$ cat src/rtl/uart_receiver.sv
// uart_receiver -- serial-to-parallel UART receive path (start + data + stop,
// LSB first, default 8N1).
//
// The asynchronous line is double-flopped, a falling edge opens a frame, the
// start bit is re-checked half a bit later (this also aligns all further
// sampling to mid-bit), then each data bit and the stop bit are sampled one
// full bit period apart. A correctly framed word is latched into Data_Out and
// flagged with the sticky Rx_Flag until Clear_Flag acknowledges it.
//
// Optional feature, macro UART_RX_PARITY_EN:
//   adds an even-parity bit between the data bits and the stop bit, plus the
//   Parity_Error output. Without the macro the frame is start+data+stop.
//
// Ports:
//   clk           system clock, all state on the rising edge
//   reset         asynchronous, active-low reset
//   Serial_In     asynchronous serial line, idles high
//   Clear_Flag    one-cycle acknowledge, clears Rx_Flag and Overrun
//   Data_Out      last correctly framed word
//   Rx_Flag       sticky "new word on Data_Out"
//   Framing_Error stop bit of the last frame sampled 0 (not sticky)
//   Overrun       sticky, a word completed while Rx_Flag was still set
//   Busy          receiver is inside a frame (any state but IDLE)
//   Parity_Error  (UART_RX_PARITY_EN only) parity of the last frame was odd
//
// WORD_LENGTH must be at least 2.

module uart_receiver #(
  parameter int WORD_LENGTH = 8,
  parameter int CLK_FREQ    = 50000000,
  parameter int BAUD_RATE   = 115200
) (
  input  logic                   clk,
  input  logic                   reset,
  input  logic                   Serial_In,
  input  logic                   Clear_Flag,
  output logic [WORD_LENGTH-1:0] Data_Out,
  output logic                   Rx_Flag,
  output logic                   Framing_Error,
  output logic                   Overrun,
`ifdef UART_RX_PARITY_EN
  output logic                   Parity_Error,
`endif
  output logic                   Busy
);

  localparam int CLKS_RAW     = CLK_FREQ / BAUD_RATE;
  // Below 4 clocks per bit the half-bit start check has no room to work.
  localparam int CLKS_PER_BIT = (CLKS_RAW < 4) ? 4 : CLKS_RAW;
  localparam int CNT_W        = $clog2(CLKS_PER_BIT);
  localparam int IDX_W        = (WORD_LENGTH > 1) ? $clog2(WORD_LENGTH) : 1;

  localparam logic [CNT_W-1:0] CNT_LAST = CNT_W'(CLKS_PER_BIT - 1);
  localparam logic [CNT_W-1:0] CNT_HALF = CNT_W'(CLKS_PER_BIT / 2 - 1);
  localparam logic [IDX_W-1:0] IDX_LAST = IDX_W'(WORD_LENGTH - 1);

  typedef enum logic [2:0] {
    ST_IDLE   = 3'd0,
    ST_START  = 3'd1,
    ST_DATA   = 3'd2,
    ST_PARITY = 3'd3,
    ST_STOP   = 3'd4
  } state_t;

  // Two-flop synchroniser; both stages reset to the idle (high) level so a
  // reset release never looks like a start edge.
  logic sync1_q;
  logic rx_s_q;

  state_t                 state_q, state_d;
  logic [CNT_W-1:0]       cnt_q, cnt_d;
  logic [IDX_W-1:0]       idx_q, idx_d;
  logic [WORD_LENGTH-1:0] shift_q, shift_d;
  logic [WORD_LENGTH-1:0] data_q, data_d;
  logic                   flag_q, flag_d;
  logic                   fe_q, fe_d;
  logic                   ovr_q, ovr_d;
  logic                   word_done;
`ifdef UART_RX_PARITY_EN
  logic                   par_bit_q, par_bit_d;
  logic                   pe_q, pe_d;
`endif

  always_ff @(posedge clk or negedge reset) begin
    if (!reset) begin
      sync1_q <= 1'b1;
      rx_s_q  <= 1'b1;
    end else begin
      sync1_q <= Serial_In;
      rx_s_q  <= sync1_q;
    end
  end

  always_comb begin
    state_d   = state_q;
    idx_d     = idx_q;
    shift_d   = shift_q;
    data_d    = data_q;
    fe_d      = fe_q;
    word_done = 1'b0;
`ifdef UART_RX_PARITY_EN
    par_bit_d = par_bit_q;
    pe_d      = pe_q;
`endif

    case (state_q)
      ST_IDLE: begin
        if (!rx_s_q) state_d = ST_START;
      end

      ST_START: begin
        // Still low half a bit later: genuine start bit; otherwise a glitch.
        if (cnt_q == CNT_HALF) begin
          if (!rx_s_q) begin
            state_d = ST_DATA;
            idx_d   = '0;
          end else begin
            state_d = ST_IDLE;
          end
        end
      end

      ST_DATA: begin
        if (cnt_q == CNT_LAST) begin
          // LSB arrives first, so shift in from the top and move right.
          shift_d = {rx_s_q, shift_q[WORD_LENGTH-1:1]};
          if (idx_q == IDX_LAST) begin
`ifdef UART_RX_PARITY_EN
            state_d = ST_PARITY;
`else
            state_d = ST_STOP;
`endif
          end else begin
            idx_d = idx_q + 1'b1;
          end
        end
      end

`ifdef UART_RX_PARITY_EN
      ST_PARITY: begin
        if (cnt_q == CNT_LAST) begin
          par_bit_d = rx_s_q;
          state_d   = ST_STOP;
        end
      end
`endif

      ST_STOP: begin
        // Leave at stop-bit mid-point so a back-to-back start edge is seen.
        if (cnt_q == CNT_LAST) begin
          state_d = ST_IDLE;
          fe_d    = ~rx_s_q;
`ifdef UART_RX_PARITY_EN
          pe_d    = (^shift_q) ^ par_bit_q;
`endif
          if (rx_s_q) begin
            word_done = 1'b1;
            data_d    = shift_q;
          end
        end
      end

      default: state_d = ST_IDLE;
    endcase
  end

  // Bit-period counter: restarts on every state change and wraps each bit.
  always_comb begin
    cnt_d = cnt_q + 1'b1;
    if (state_d != state_q || state_q == ST_IDLE || cnt_q == CNT_LAST) begin
      cnt_d = '0;
    end
  end

  // A completing word beats a simultaneous acknowledge.
  always_comb begin
    flag_d = flag_q;
    ovr_d  = ovr_q;
    if (Clear_Flag) begin
      flag_d = 1'b0;
      ovr_d  = 1'b0;
    end
    if (word_done) begin
      flag_d = 1'b1;
      if (flag_q && !Clear_Flag) ovr_d = 1'b1;
    end
  end

  always_ff @(posedge clk or negedge reset) begin
    if (!reset) begin
      state_q   <= ST_IDLE;
      cnt_q     <= '0;
      idx_q     <= '0;
      shift_q   <= '0;
      data_q    <= '0;
      flag_q    <= 1'b0;
      fe_q      <= 1'b0;
      ovr_q     <= 1'b0;
`ifdef UART_RX_PARITY_EN
      par_bit_q <= 1'b0;
      pe_q      <= 1'b0;
`endif
    end else begin
      state_q   <= state_d;
      cnt_q     <= cnt_d;
      idx_q     <= idx_d;
      shift_q   <= shift_d;
      data_q    <= data_d;
      flag_q    <= flag_d;
      fe_q      <= fe_d;
      ovr_q     <= ovr_d;
`ifdef UART_RX_PARITY_EN
      par_bit_q <= par_bit_d;
      pe_q      <= pe_d;
`endif
    end
  end

  assign Data_Out      = data_q;
  assign Rx_Flag       = flag_q;
  assign Framing_Error = fe_q;
  assign Overrun       = ovr_q;
  assign Busy          = (state_q != ST_IDLE);
`ifdef UART_RX_PARITY_EN
  assign Parity_Error  = pe_q;
`endif

endmodule

$ cat config.mk
export PLATFORM = sky130hd
export DESIGN_NAME = uart_receiver
export DESIGN_NICKNAME = d
export VERILOG_FILES = /design/src/rtl/uart_receiver.sv
export SDC_FILE = /design/constraint.sdc
export NUM_CORES = 1
export LEC_CHECK = 0
export BUFFER_PORTS_ARGS = -buffer_cell sky130_fd_sc_hd__buf_2
export CORE_AREA = 2 2 63 65
export CTS_CLUSTER_DIAMETER = 40
export DETAILED_ROUTE_END_ITERATION = 8
export DIE_AREA = 0 0 65 67
export GPL_TIMING_DRIVEN = 0
export MAX_ROUTING_LAYER = met4
export PLACE_DENSITY_LB_ADDON = 0.15
export RECOVER_POWER = 50
export SYNTH_ARGS = -nofsm -noshare
export SYNTH_HDL_FRONTEND = slang
export SYNTH_SLANG_ARGS = --single-unit
export TNS_END_PERCENT = 50
$ cat constraint.sdc
create_clock -name clk -period 2.2 [get_ports clk]
set_input_delay 0.55 -clock clk [delete_from_list [all_inputs] [get_ports clk]]
set_output_delay 0.55 -clock clk [all_outputs]
set_load 0.005 [all_outputs]
# Word level (Yosys, flattened, before mapping)
# Cells that the tools add are included.
# word_totals
regBits	36
in_bits	4
output_inout_bits	12
# classes
n_addsub	2
eq_ne	11
muxes	21
bitwise	1
reduce_logical	12
# ops
operator	count
$mux W3	9
$pmux W3 S4	1
$add A9 B1 Y9 const B	1
$eq A9 B8 Y1 const B	1
$eq A9 B9 Y1 const B	1
$mux W9	1
$mux W1	8
$ne A2 B2 Y1 const B	4
$eq A3 B3 Y1 const B	2
$pmux W3 S2	1
$reduce_and A5 Y1	1
$reduce_and A2 Y1	2
$reduce_bool A2 Y1	2
$add A3 B1 Y3 const B	1
$eq A3 B1 Y1 const B	1
$eq A3 B2 Y1 const B	1
$logic_not A3 Y1	1
$ne A3 B3 Y1	1
$reduce_and A3 Y1	1
$reduce_bool A3 Y1	1
$logic_or A1 B1 Y1	2
$mux W2	1
$logic_and A1 B1 Y1	1
$logic_not A1 Y1	1
$not A1 Y1	1

# Depth between registers and ports, before layout
# logic_depth
ltp_word	8
mapped_depth	7
mapped_depth_nobuf	6

# Worst setup path before layout
# OpenSTA, ideal clock, no wires.
# synth_timing
path_type	register to register
from	register cnt_q[0]
to	register data_q[0], in the netlist Data_Out[0]
t_arrival_ps	1563
path_slack_ps	509
stages_incl_launch_ff	7
path_buffers	1
period_less_slack_ps	1691
path_cell_list	dfrtp_1 ha_1 and4bb_2 and2_1 buf_2 nand2_2 mux2_1
# synth_via
elab_chain_cells	2
# synth_lines
item	line	source
start, declared	71	logic [CNT_W-1:0] cnt_q, cnt_d;
start signal, assigned	205	cnt_q <= cnt_d;
$eq A9 B9 Y1	150	if (cnt_q == CNT_LAST) begin
$reduce_and A3 Y1 (no line)	-	
end signal, assigned	208	data_q <= data_d;
end, declared	74	logic [WORD_LENGTH-1:0] data_q, data_d;
# No other way between the ends.
# A chain may end at the register's enable or synchronous reset.

# Worst setup path in the final report
# layout_timing
from	register state_q[2]
to	output Busy
# layout_via
elab_chain_cells	1
# layout_lines
item	line	source
start, declared	70	state_t state_q, state_d;
start signal, assigned	204	state_q <= state_d;
$reduce_bool A3 Y1	223	assign Busy = (state_q != ST_IDLE);
end, declared	44	output logic Busy
# No other way between the ends.

==> results.sh <==
export IMPL_p_int_uw=922
export IMPL_grt_pass1_vias=1009
export IMPL_cts_setup_buffers=0
export IMPL_min_path_cells=0
export IMPL_die_w_um=65
export IMPL_drtIter0Drc=35
export IMPL_synth_top_flop_cell="dfrtp_1"
export IMPL_reg2reg_from="cnt_q[0]"
export IMPL_syn2layout_area_growth_pct=14.2
export IMPL_fin_skew_ns=0.00469
export IMPL_wire_per_inst_um=12.2
export IMPL_ys_ff_latch=36
export IMPL_hold_viol=0
export IMPL_hpwl_mm=1.77
export IMPL_place_gp_congestion=0.830
export IMPL_overflow=0
export IMPL_drc=0
export IMPL_tns_ns=0
export IMPL_drtPass1Iterations=4
export IMPL_period_minus_slack_ns=1.89
export IMPL_synth_net_count=141
export IMPL_hold_buffers=0
export IMPL_io_pins=16
export IMPL_vias_per_cell=4.97
export IMPL_grt_max_degree=37
export IMPL_totalWireLength_mm=2.48
export IMPL_r2r_cells=6
export IMPL_grt_pass1_wl_mm=4.44
export IMPL_combPwrFrac_pct=1.4
export IMPL_htreeDepth=2
export IMPL_status="complete, no violations"
export IMPL_p_leak_uw=0.000891
export IMPL_post_cts_resized=0
export IMPL_layout_common_cells="dfrtp_1 (34), buf_2 (16), nor2_1 (13), inv_1 (9)"
export IMPL_grt_setup_unrepaired="no"
export IMPL_critPathRequiredTime_ns=1.65
export IMPL_layout_commonest_cell="dfrtp_1"
export IMPL_setup_viol=0
export IMPL_dieArea_mm2=0.00436
export IMPL_hp_start="sync1_q"
export IMPL_start_util_pct=44.4
export IMPL_worst_pin_slew_ns=0.887
export IMPL_cts_made_buffers=5
export IMPL_clk_pin_slew_worst_paths_ns=0.07
export IMPL_ys_seq_area_share_pct=56.4
export IMPL_hp_class="reg -> reg"
export IMPL_vdd_drop_max_mv=0.501
export IMPL_end_kind="primary output"
export IMPL_swShare_pct=20.3
export IMPL_syn_cell_area_mm2=0.00160
export IMPL_critPathArrivalTime_ns=1.34
export IMPL_switchingPower_uw=235
export IMPL_rows=22
export IMPL_cts_sinks=36
export IMPL_clock_latency_ns=0.28
export IMPL_avgSynthCellArea_um2=12.1
export IMPL_max_freq_ghz=0.530
export IMPL_finalPower_uw=1160
export IMPL_clkPwrFrac_pct=41.0
export IMPL_power_density_mw_per_mm2=632
export IMPL_drive_above_1_share_pct=25.8
export IMPL_cts_tree="done"
export IMPL_core_mm2=0.00361
export IMPL_drv_cap=0
export IMPL_relSlewSlack_pct=40.9
export IMPL_ff2ff_setup_slack_ns=0.37
export IMPL_clockBufferDepth=2
export IMPL_num_vias=1009
export IMPL_critical_path_class="reg -> out"
export IMPL_r2r_end="Data_Out[4]"
export IMPL_antenna_found_initial=0
export IMPL_critPathMaxFanout=10
export IMPL_portBuffers=15
export IMPL_grt_util_all_layers_pct=14.1
export IMPL_synth_top_area_cell="dfrtp_1"
export IMPL_netlist_instances=132
export IMPL_synth_async_reset_ratio_pct=100
export IMPL_synth_edf_count=0
export IMPL_ant_nets=0
export IMPL_slew_viol_final=0
export IMPL_diodes=0
export IMPL_cts_root_buf="clkbuf_8"
export IMPL_min_period_over_period_pct=85.8
export IMPL_yosys_area_top_type_share_pct=53.1
export IMPL_nFillCells=320
export IMPL_hold_end="rx_s_q"
export IMPL_ys_types=35
export IMPL_seq_power_share_pct=57.7
export IMPL_yosys_warnings=0
export IMPL_die_h_um=67
export IMPL_nNetsFinal=163
export IMPL_ys_top_cells_by_area="dfrtp_1 (53%), mux2_1 (5.6%), mux2_2 (5.6%)"
export IMPL_start_kind="flip-flop"
[per-stage QoR]
| stage | util (%) | std cells | setup slack [ns] | hold slack, ns | instance area, µm² |
|---|---|---|---|---|---|
| after detailed placement | 48.2 | 195 | 0.376 | 0.347 | 1740 |
| final | 50.7 | 203 | 0.312 | 0.356 | 1830 |
| after global placement | 48.2 | 195 | 0.375 | 0.346 | 1740 |
| after floorplan | - | 132 | 0.509 | 0.254 | 1600 |
| after CTS | 50.8 | 203 | 0.317 | 0.348 | 1830 |
| after global routing | 50.7 | 203 | 0.247 | 0.345 | 1830 |
[logic make-up (layout without fill, tap and decap cells)]
family                     Yosys count  after routing  synth area share (%)
and+or+nand+nor                     40             40                  14.4
DFF                                 36             36                  56.4
muxes                               18             18                  12.5
buffers and inverters               13             36                  3.28
AOI/OAI and AO/OA                   12             12                  5.16
xor gates and xnor gates             8              8                  4.38
adders and majority gates            5              5                  3.91
[final cells by class]
cell class / instances / area [µm²] / area share [%]
clock buffer: 7 / 86.3 / 4.72
timing repair buffer: 15 / 73.8 / 4.04
sequential: 36 / 903 / 49.4
clock inverter: 1 / 7.51 / 0.410
tap: 48 / 60.1 / 3.28
multi-input combinational: 83 / 646 / 35.3
buffer: 4 / 18.8 / 1.03
inverter: 9 / 33.8 / 1.85
[power by group through the flow]
| stage | Clock (µW) | Combinational (µW) | Sequential (µW) |
|---|---|---|---|
| after floorplan | 0 | 0.770 | 679 |
| after global placement | 0 | 16.3 | 679 |
| after detailed placement | 0 | 17.1 | 679 |
| after CTS | 495 | 17.1 | 666 |
| after global routing | 525 | 19.3 | 666 |
| final | 474 | 15.6 | 667 |
[sequential cells by signal, indices dropped and copies added, names as in the netlist]
name	count
Data_Out	8
Framing_Error	1
Overrun	1
Rx_Flag	1
cnt_q	9
idx_q	3
rx_s_q	1
shift_q	8
state_q	3
sync1_q	1
[how the worst max path moves through the flow]
stage / from / to / slack [ns]
after CTS: state_q[2] / Busy / 0.32
after floorplan: cnt_q[0] / Data_Out[0] / 0.51
after global routing: state_q[2] / Busy / 0.25
after global placement: cnt_q[0] / Data_Out[6] / 0.37
after detailed placement: cnt_q[0] / Data_Out[4] / 0.38
final: state_q[2] / Busy / 0.31
[cells in the mapped netlist (all sizes together) (2+ instances only)]
master and n:
dfrtp 34, mux2 16, nor2 13, inv 9
nand2 8, ha 5, xnor2 5, nand3 4
or3 4, a21oi 3, buf 3, o21ai 3
xor2 3, and2 2, dfstp 2, mux2i 2
[critical path, stage by stage (launching register included)]
cell,delay [ns]
dfrtp_1,0.39
clkbuf_1,0.20
or3_1,0.33
buf_2,0.13
[routing by layer]
| metal | track usage [%] | vias up | share of wire (%) |
|---|---|---|---|
| met5 | - | - | 0 |
| li1 | - | 497 | - |
| met4 | 6.38 | 0 | 2.2 |
| met1 | 17.7 | 488 | 49 |
| met2 | 20.6 | 18 | 44 |
| met3 | 5.07 | 6 | 4.6 |
No activity file was read; power rests on OpenSTA's default activity.
